==> config.mk <==
export PLATFORM = sky130hd
export DESIGN_NAME = deserializer
export DESIGN_NICKNAME = d
export VERILOG_FILES = /design/src/rtl/deserializer.sv
export SDC_FILE = /design/constraint.sdc
export NUM_CORES = 1
export LEC_CHECK = 0
export ABC_AREA = 1
export CORE_AREA = 2 2 39 41
export DETAILED_ROUTE_END_ITERATION = 12
export DIE_AREA = 0 0 41 43
export GPL_TIMING_DRIVEN = 0
export PLACE_DENSITY = 0.76
export SLEW_MARGIN = 10
export SYNTH_ARGS = -nofsm -noshare
export SYNTH_HDL_FRONTEND = slang
export SYNTH_SLANG_ARGS = --single-unit
==> constraint.sdc <==
create_clock -name clk_i -period 1.45 [get_ports clk_i]
set_input_delay 0.435 -clock clk_i [delete_from_list [all_inputs] [get_ports clk_i]]
set_output_delay 0.435 -clock clk_i [all_outputs]
set_load 0.005 [all_outputs]
==> src/rtl/deserializer.sv <==
// Serial-to-parallel converter: gathers WIDTH qualified bits into a word and
// presents it with a one-cycle valid strobe for the downstream priority encoder.
module deserializer #(
   parameter int WIDTH     = 5,
   parameter bit MSB_FIRST = 1'b1
) (
   input  logic             clk_i,
   input  logic             arstn_i,
   input  logic             data_i,
   input  logic             data_val_i,
   output logic [WIDTH-1:0] deser_data_o,
   output logic             deser_data_val_o,
   output logic             busy_o
);

   localparam int CW = $clog2(WIDTH + 1);
   localparam logic [CW-1:0] LAST_CNT = CW'(WIDTH - 1);

   logic [WIDTH-1:0] shreg_q, shreg_d;
   logic [WIDTH-1:0] data_q, data_d;
   logic [CW-1:0]    cnt_q, cnt_d;
   logic             val_q, val_d;
   logic [WIDTH-1:0] shifted;

   generate
      if (MSB_FIRST) begin : g_msb_first
         assign shifted = {shreg_q[WIDTH-2:0], data_i};
      end else begin : g_lsb_first
         assign shifted = {data_i, shreg_q[WIDTH-1:1]};
      end
   endgenerate

   always_comb begin
      shreg_d = shreg_q;
      data_d  = data_q;
      cnt_d   = cnt_q;
      val_d   = 1'b0;
      if (data_val_i) begin
         shreg_d = shifted;
         // The word-completing bit goes straight into the output register.
         if (cnt_q == LAST_CNT) begin
            data_d = shifted;
            val_d  = 1'b1;
            cnt_d  = '0;
         end else begin
            cnt_d = cnt_q + CW'(1);
         end
      end
   end

   always_ff @(posedge clk_i or negedge arstn_i) begin
      if (!arstn_i) begin
         shreg_q <= '0;
         data_q  <= '0;
         cnt_q   <= '0;
         val_q   <= 1'b0;
      end else begin
         shreg_q <= shreg_d;
         data_q  <= data_d;
         cnt_q   <= cnt_d;
         val_q   <= val_d;
      end
   end

   assign deser_data_o     = data_q;
   assign deser_data_val_o = val_q;
   assign busy_o           = (cnt_q != '0);

endmodule

==> out/results.tsv <==
metric	value	unit
drv_slew	0	
path_clk_slew	0.08	ns
violations	negative setup slack	
fp.dieH	43	um
drt-vias-per-instance	4.867	
die_area	1763	sq um
cp_cell_sequence	inv_2 > ha_4 > nand2_2 > clkbuf_2	
pwr-share-clk	16.1	%
cp.arrival	1.03	ns
p_leak	0.0004230	uW
synthMostInstantiatedCell	nand2_1	
finalWorstSetupSlack	-0.01707	ns
power_frac_comb	45.5	%
p_total	1415	uW
ys_ff_latch	13	
synth_fp_nets	67	
finalHoldViolCount	0	
avgSynthCellArea	9.148	sq um
clkLatencyLatePin	0.28	ns
synth_warnings	0	
ctsRootBufferMaster	clkbuf_4	
nNetsFinal	89	
crit_start	cnt_q[0]	
cp.required	1.02	ns
fmax	681.6	MHz
grt_setup_unrepaired	true	
drc_errors	0	
dieWidth	41	um
holdPathEnd	shreg_q[3]	
grt_pass1_wl	1890	um
start_util	40.33	%
diodes	0	
clk_path_buf_depth	2	
setup_violations	1	
cts_max_level	1	
switching_share	33.92	%
cp-end-kind	output pin	
slew_headroom	61.70	%
grt_max_degree	14	
vdd_ir_drop_max	825.5	uV
synth_ff_type	dfrtp_1	
stdcell_count	98	
ff2ff_setup_slack	0.19	ns
io_pins	11	
hold_start	shreg_q[3]	
grt-ovfl-total	0	
crit_slowest_cell	dfrtp_1	
io_buffers	10	
core	1384	sq um
yosys.area.top_type	dfrtp_1	
switchingPower	480.0	uW
dp.cells	87	
syn_inst	61	
antenna_found_initial	0	
yosys.cell_types.count	13	
r2r_start	cnt_q[0]	
drtAntennaViolNets	0	
r2r_end	deser_data_o[3]	
holdWs	0.4893	ns
synth_edf_count	0	
worstHoldPathCells	2	
tightest_slew	0.5727	ns
min_period_over_period	101.2	%
synth_area_leaders	dfrtp_1, nand2_1, nand4_1, ha_1, inv_1	
synth.yosys.seq_area_share	58.30	%
place_ws	-0.3080	ns
num_vias	477	
synthToLayoutAreaGrowth	37.67	%
drt_iter0_markers	26	
first_global_vias	438	
tns	-0.01707	ns
synthTopCellsByCount	nand2_1, dfrtp_1, inv_1, nand4_1, o21ai_0	
wl	1090	um
hpwl	686.9	um
start_kind	flop	
min_path_type	flop to flop	
cts_buffers	3	
placementRows	14	
seq_area	325.3	sq um
p_seq_share	38.4	%
cp.depth	4	
yosysTopAreaCellShare	58.30	%
critPathMaxStageDelay	0.39	ns
syn_area	558.0	sq um
status	finished, violations left	
timing.final.crit_period	1.467	ns
cp_max_fo	2	
multi_input_area	203.9	sq um
drive_gt1_share	24.39	%
grt_usage	16.12	%
dr.pass1.iters	5	
wl_per_cell	11.12	um
rr_worst_depth	7	
critPathTopFamily	flip-flops	
fillers	134	
cts_sinks	13	
tritoncts	built	
crit_type	flop to output pin	
intPower	935.0	uW
power.density	1842	nW/um^2
cap_violations	0	
path_buf_inv	2	
async_reset_ff_share	100.0	%
skew	0.001992	ns
place_congestion	0.7704	
power by group through the flow:
stage | registers [uW] | clock network [uW] | logic [uW]
after floorplan | 552 | 0 | 258
after global placement | 547 | 0 | 479
after detailed placement | 556 | 0 | 491
after CTS | 536 | 228 | 602
after global routing | 557 | 245 | 734
final | 543 | 228 | 644
worst register-to-register path, cell delays in order (launching register included):
cell and delay [ns]:
dfrtp_1 0.39, inv_2 0.08, ha_4 0.14, buf_4 0.10
buf_4 0.14, nand3_2 0.15, nand2_1 0.10, nand2_1 0.06
through the flow:
step / cell area, sq um / utilization [%]
after global routing: 768.2 / 55.52
after global placement: 678.2 / 49.01
after CTS: 757.0 / 54.70
after floorplan: 558.0 / -
after detailed placement: 678.2 / 49.01
final: 768.2 / 55.52
state kept, by name, summed over array words and instances, names as in the netlist:
register and cells:
shreg_q 4, cnt_q 3, deser_data_val_o 1, deser_data_o 5
area by class of cell:
type	instances	area share (%)
buffer	2	2.443
clock buffer	4	3.420
inverter	7	3.420
timing repair buffer	18	19.22
multi-input combinational	38	26.55
sequential	13	42.35
tap	16	2.606
timing repair:
action | CTS | global route
hold buffers | 0 | 0
endpoints found under the setup margin | 7 | 1
setup buffers | 7 | 1
gates resized for setup | 12 | 5
pin swaps | 1 | 2
logic make-up (layout without fill, tap and decap cells):
kind of cell	Yosys count	after routing	synth area share [%]
adders and majority gates	2	2	4.484
DFF	13	13	58.30
buffers and inverters	10	31	7.847
AOI/OAI and AO/OA	5	5	4.484
and+or+nand+nor	31	31	24.89
layer usage:
layer  global-route usage, %  vias to the layer above  wire, um
met3                   4.712                        2        67
met1                   21.69                      219       478
met5                       0                        -         0
met4                   8.000                        0        17
li1                        -                      236         -
met2                   22.81                       20       527
placed cells by master, fill, tap and decap left out:
master	Yosys	routed
inv_2	1	3
dlygate4sd2_1	0	6
nand3_1	3	3
nor2_1	1	1
a21oi_1	1	1
clkbuf_1	0	1
buf_4	1	9
nand3_2	1	1
ha_4	0	1
nand4_1	5	5
clkbuf_2	0	1
o21ai_0	4	4
nand2_2	0	1
inv_1	6	4
dfrtp_1	13	13
clkdlybuf4s50_1	0	3
buf_6	0	1
clkbuf_4	0	3
nand2_1	21	20
ha_1	2	1
worst max-delay path by stage:
stage                         to  slack [ns]
after floorplan           busy_o        0.22
after global placement    busy_o       -0.29
after detailed placement  busy_o       -0.31
after CTS                 busy_o       -0.10
after global routing      busy_o       -0.05
final                     busy_o       -0.02
Note: power is estimated with default switching activity, not from simulation.
==> patch 1, RTL diff (same flow settings) <==
Register the output `deser_data_o` once more; this adds one clock of latency there. The other outputs are not delayed to match.
--- a/src/rtl/deserializer.sv
+++ b/src/rtl/deserializer.sv
@@ -63,5 +63,7 @@
    end
 
-   assign deser_data_o     = data_q;
+   always_ff @(posedge clk_i) begin
+      deser_data_o <= data_q;
+   end
    assign deser_data_val_o = val_q;
    assign busy_o           = (cnt_q != '0);
Function: changed (a bounded check fails within 10 cycles, from zero or initial values and one cycle with arstn_i low).
==> patch 1 against the original RTL <==
  * The run still ends with negative setup slack left
  * Die area did not move
  * Count of clock-buffer cells in the layout did not move
  * Total power rose by 19%
  * Area after synthesis rose by 18%
  * Utilization rose by 6.3 points
  * Highest routed layer unchanged
  * Routed wire length rose by 17%
  * Largest power group is now registers
  * Sequential cell count rose by 5
  * Synthesized cell count rose by 8.2%
  * Final area rose by 11%
  * Cell count rose by 3.1%
  * Worst setup slack got worse by 0.064 ns
==> patch 1: results (changes against the original RTL) <==
Global route
  • Number of global-route vias before repair: 496 (+13%)
  • Met1 usage: 0.228 (+0.0106)
  • Total GRT Usage: 0.194 (+0.0326)
  • First-pass GRT wire length: 2220 um (+18%)
  • Met2 Use GR: 0.309 (+0.0813)

Layout
  • Layout cells sized above 1: 0.212 (-0.0321)
  • Non-clk bufs: 18 (-10%)
  • Seq area share: 0.500 (+0.0765)
  • Multi-input gate count: 39 (+2.6%)
  • ClkCell Share: 0.0424 (+0.00820)
  • Fin area: 856 um^2 (+11%)
  • Layout inverter count without the clock tree: 6 (-1)
  • Buffering overhead: 0.177 (-0.0397)
  • Final nets: 92 (+3.4%)
  • Largest regs: data_q x5, deser_data_o x5, shreg_q x4
  • Filler cells: 114 (-15%)
  • Multi-input logic area: 198 um^2 (-3.1%)

STA
  • Post-route setup slack: -0.0816 ns (-0.0645 ns)
  • Setup TNS: -0.0816 ns (-0.0645 ns)
  • Worst-margin pin slew: 0.577 ns (+0.00458 ns)
  • Worst clock skew: 0.00611 ns (+0.00412 ns)
  • Setup-failing EPs final: 1 (unchanged)

Worst setup path
  • Crit Path Max Fanout: 2 (unchanged)
  • Crit path arrival time: 1.10 ns (+0.07 ns)

Drt
  • Met3 routed WL: 50 um (-25%)
  • DR pass1 iterations: 6 (+1)
  • Iter 0 DRT Violations: 9 (-65%)
  • WL final: 1280 um (+17%)
  • Met2 Wirelength: 648 um (+23%)
  • Vias/cell: 5.00 (+2.7%)
  • Detailed-route via count: 505 (+5.9%)
  • M1 WL: 543 um (+14%)

Placement
  • Detailed placement HPWL: 741 um (+7.8%)
  • Worst slack at placement: -0.311 ns (-0.00264 ns)
  • Post-place instance area: 777 um^2 (+15%)
  • Gpl congestion: 0.761 (-1.2%)
  • Port Buffers: 10 (unchanged)

Logic synthesis
  • Yosys warning count: 0 (unchanged)
  • Commonest cells post-synth: 24 x nand2_1, 13 x dfrtp_1, 6 x inv_1, 5 x dfxtp_1, 5 x nand4_1
  • Seq cells post-synth: 18 (+5)
  • Syn nets: 72 (+7.5%)
  • Sequential-to-total area share from yosys stat: 0.648 (+0.0647)
  • Post-synth ARST share: 0.722 (-0.278)
  • Cells after Synth: 66 (+8.2%)
  • Area contributors post-synth: dfrtp_1 50%, dfxtp_1 15%, nand2_1 14%

Clocking
  • Clk_lat worst skew: 0.30 ns (+0.02 ns)
  • H-tree depth: 1 (unchanged)
  • CTS clk-pin slew, worst paths: 0.11 ns (+0.03 ns)
  • Clock Tree Buf Depth: 2 (unchanged)

Hold path
  • Hold WC Path Type: reg2reg

Pwr
  • Combinational share of power: 0.361 (-0.094)
  • Clock-net power: 316 uW (+39%)
  • Internal: 1.15 mW (+23%)
  • Power of the combinational group: 608 uW (-5.6%)
  • LEAKAGE: 0.462 nW (+9.2%)
  • Peak supply drop: 0.822 mV (-0.42%)

Outcome
  • Status: complete, but fails checks
  • Violated checks: negative setup slack
==> patch 1: cell types whose count changed in the layout (fill, tap and decap cells not counted), moves of 2 or more <==
cell	change
dfxtp_2	+2
nand2_1	+4
buf_4	-2
dfxtp_1	+3
==> patch 1: cells by family after synthesis <==
| kind of cell | count (synthesis) | share of synthesized area |
|---|---|---|
| AOI/OAI and AO/OA | 4 | 0.0305 |
| adders and majority gates | 2 | 0.0381 |
| buffers and inverters | 9 | 0.0705 |
| DFF | 18 | 0.648 |
| and+or+nand+nor | 33 | 0.213 |
==> patch 1: critical path: stages (launching register included) <==
cell and delay, ns:
dfrtp_1 0.41, inv_2 0.09, ha_4 0.14, nand2_1 0.04
buf_2 0.12
==> patch 1: worst paths after layout <==
path / startpoint / endpoint / slack [ns] / cells past startpoint
max: cnt_q[1]$_DFFE_PN0P_ / busy_o / -0.08 / 4
min: data_q[3]$_DFFE_PN0P_ / deser_data_o[3]$_DFF_P_ / 0.38 / 0
min in group asynchronous: arstn_i / shreg_q[2]$_DFFE_PN0P_ / 0.49 / 1
max in group asynchronous: arstn_i / cnt_q[1]$_DFFE_PN0P_ / 0.58 / 1
min reg2reg: data_q[3]$_DFFE_PN0P_ / deser_data_o[3]$_DFF_P_ / 0.38 / 0
max reg2reg: cnt_q[1]$_DFFE_PN0P_ / data_q[2]$_DFFE_PN0P_ / 0.17 / 6
==> patch 1: through the flow <==
step,util,hold slack (ns)
after global placement,0.561,0.353
after floorplan,-,0.139
after detailed placement,0.561,0.359
after CTS,0.608,0.384
after global routing,0.618,0.404
final,0.618,0.378
==> patch 1: repair_timing <==
item / in CTS / in global routing
endpoints found under the setup margin: 7 / 1
resized for setup: 16 / 0
setup buffers: 4 / 2
hold buffers: 0 / 0
pin swaps: 2 / 0
==> patch 2, RTL diff (same flow settings) <==
Made on the original files. Change the parameter `WIDTH` from 5 to 4.
--- a/src/rtl/deserializer.sv
+++ b/src/rtl/deserializer.sv
@@ -2,5 +2,5 @@
 // presents it with a one-cycle valid strobe for the downstream priority encoder.
 module deserializer #(
-   parameter int WIDTH     = 5,
+   parameter int WIDTH     = 4,
    parameter bit MSB_FIRST = 1'b1
 ) (
Interface: changed (resized deser_data_o); port bits go from 11 to 10. No check against the original RTL was run, so the function may have changed too.
==> patch 2 against the original RTL <==
  * The flow still finishes with violations (negative setup slack)
  * Via count fell by 23%
  * Utilization fell by 9.3 points
  * Routed wire length fell by 22%
  * Area after synthesis fell by 17%
  * Synthesized cell count fell by 21%
  * Fmax fell by 0.30%
  * Non-clock buffer count fell by 5
  * Final area fell by 17%
  * Total power fell by 24%
  * Worst setup slack got worse by 0.0044 ns
  * Sequential cell count fell by 2
  * First-iteration DRC count fell by 73%
==> patch 2: results (changes against the original RTL) <==
Logic synthesis
  • Area contributors post-synth: dfrtp_1 60%, nand2_1 15%, ha_1 5.4%
  • Commonest cells post-synth: 18 x nand2_1, 11 x dfrtp_1, 5 x inv_1, 4 x nand4_1, 3 x o21ai_1
  • Cells after Synth: 48 (-21%)
  • Unique cell type count in the Yosys netlist: 11 (-2)
  • Syn nets: 54 (-19%)
  • Sequential-to-total area share from yosys stat: 0.596 (+0.0132)

Global route
  • Largest net degree at the start of global routing: 12 (-2)
  • First-pass GRT wire length: 1320 um (-30%)
  • Total GRT Usage: 0.116 (-0.0451)
  • Number of global-route vias before repair: 344 (-21%)

Placement
  • Gpl congestion: 0.736 (-4.5%)
  • Detailed placement HPWL: 560 um (-19%)
  • Placed cell count: 73 (-16%)
  • Port Buffers: 9 (-1)
  • Worst slack at placement: -0.130 ns (+0.178 ns)
  • Post-place instance area: 572 um^2 (-16%)

STA
  • Setup TNS: -0.0215 ns (-0.00442 ns)
  • Setup-failing EPs final: 1 (unchanged)
  • Post-route setup slack: -0.0215 ns (-0.00442 ns)
  • Rel. slew slack: 0.683 (+0.0655)

Outcome
  • Status: complete, but fails checks
  • Violated checks: negative setup slack

Clocking
  • CTS clk-pin slew, worst paths: 0.06 ns (-0.02 ns)

Worst setup path
  • Reg2Reg Depth: 6 (-1)
  • Crit path arrival time: roughly 1.0 ns

Drt
  • Iter 0 DRT Violations: 7 (-73%)
  • WL final: 845 um (-22%)

Layout
  • Layout cells sized above 1: 0.242 (-0.00148)
  • Max reg flops: 4 (-1)

Pwr
  • Peak supply drop: 0.672 mV (-19%)
==> patch 2: cell count changes in the layout (fill, tap and decap cells not counted), sizes merged <==
cell,before,now
nand3,4,2
nor2,1,0
nand2,21,18
dlygate4sd2,6,5
inv,7,6
o21ai,4,3
nand4,5,4
clkbuf,5,4
buf,10,7
dfrtp,13,11
==> patch 2: timing repair <==
action                     in CTS  in global routing
setup endpoints to repair       6                  1
resized for setup              10                  4
setup buffers                   3                  2
==> patch 2: power by group through the flow <==
stage          clock network (mW)  registers (mW)  logic [mW]
2_1_floorplan                   0           0.451       0.162
3_5_place_dp                    0           0.451       0.347
6_report                    0.211           0.445       0.425
5_1_grt                     0.235           0.457       0.499
4_1_cts                     0.216           0.439       0.355
3_3_place_gp                    0           0.446       0.336
==> patch 2: final timing paths <==
| kind | start | endpoint | slack (ns) |
|---|---|---|---|
| worst max-delay path | cnt_q[0]$_DFFE_PN0P_ | busy_o | -0.02 |
| worst min-delay path | deser_data_o[1]$_DFFE_PN0P_ | deser_data_o[1]$_DFFE_PN0P_ | 0.47 |
| worst max register to register | cnt_q[0]$_DFFE_PN0P_ | deser_data_o[3]$_DFFE_PN0P_ | 0.20 |
| worst min register to register | deser_data_o[1]$_DFFE_PN0P_ | deser_data_o[1]$_DFFE_PN0P_ | 0.47 |
| max in group asynchronous | arstn_i | shreg_q[0]$_DFFE_PN0P_ | 0.64 |
| min in group asynchronous | arstn_i | deser_data_o[0]$_DFFE_PN0P_ | 0.48 |
==> patch 2: kinds of logic after synthesis <==
| logic type | synth area share |
|---|---|
| buffers and inverters | 0.0732 |
| adder cells (fa/ha/maj) | 0.0542 |
| flip-flops | 0.596 |
| AND/OR/NAND/NOR | 0.233 |
| AO/OA/AOI/OAI | 0.0433 |
==> patch 2: layout make-up <==
cell class              instances  area [um^2]
fillers                       139          744
flip-flops and latches         11          275
multi-input cells              30          168
repair buffers                 14          116
clock buffers                   4         26.3
inverters                       6         22.5
well taps                      16         20.0
plain buffers                   1         11.3
==> patch 2: layer usage <==
layer / track usage / up-vias / wire length (um)
met2: 0.153 / 10 / 363
met1: 0.148 / 165 / 412
li1: - / 188 / -
met3: 0.0471 / 2 / 51
met5: 0 / - / 0
met4: 0.0800 / 0 / 19
==> patch 2: per-stage QoR <==
stage / hold WS [ns] / total power, mW
2_1_floorplan: 0.139 / 0.613
3_3_place_gp: 0.454 / 0.783
3_5_place_dp: 0.459 / 0.798
4_1_cts: 0.471 / 1.01
5_1_grt: 0.515 / 1.19
6_report: 0.467 / 1.08
==> patch 2: worst max-delay path: cells and delay by family (launching register included) <==
kind,cells,cell delay (ns)
flops,1,0.39
simple gates,1,0.04
fa+ha+maj,1,0.13
buf+inv,2,0.21
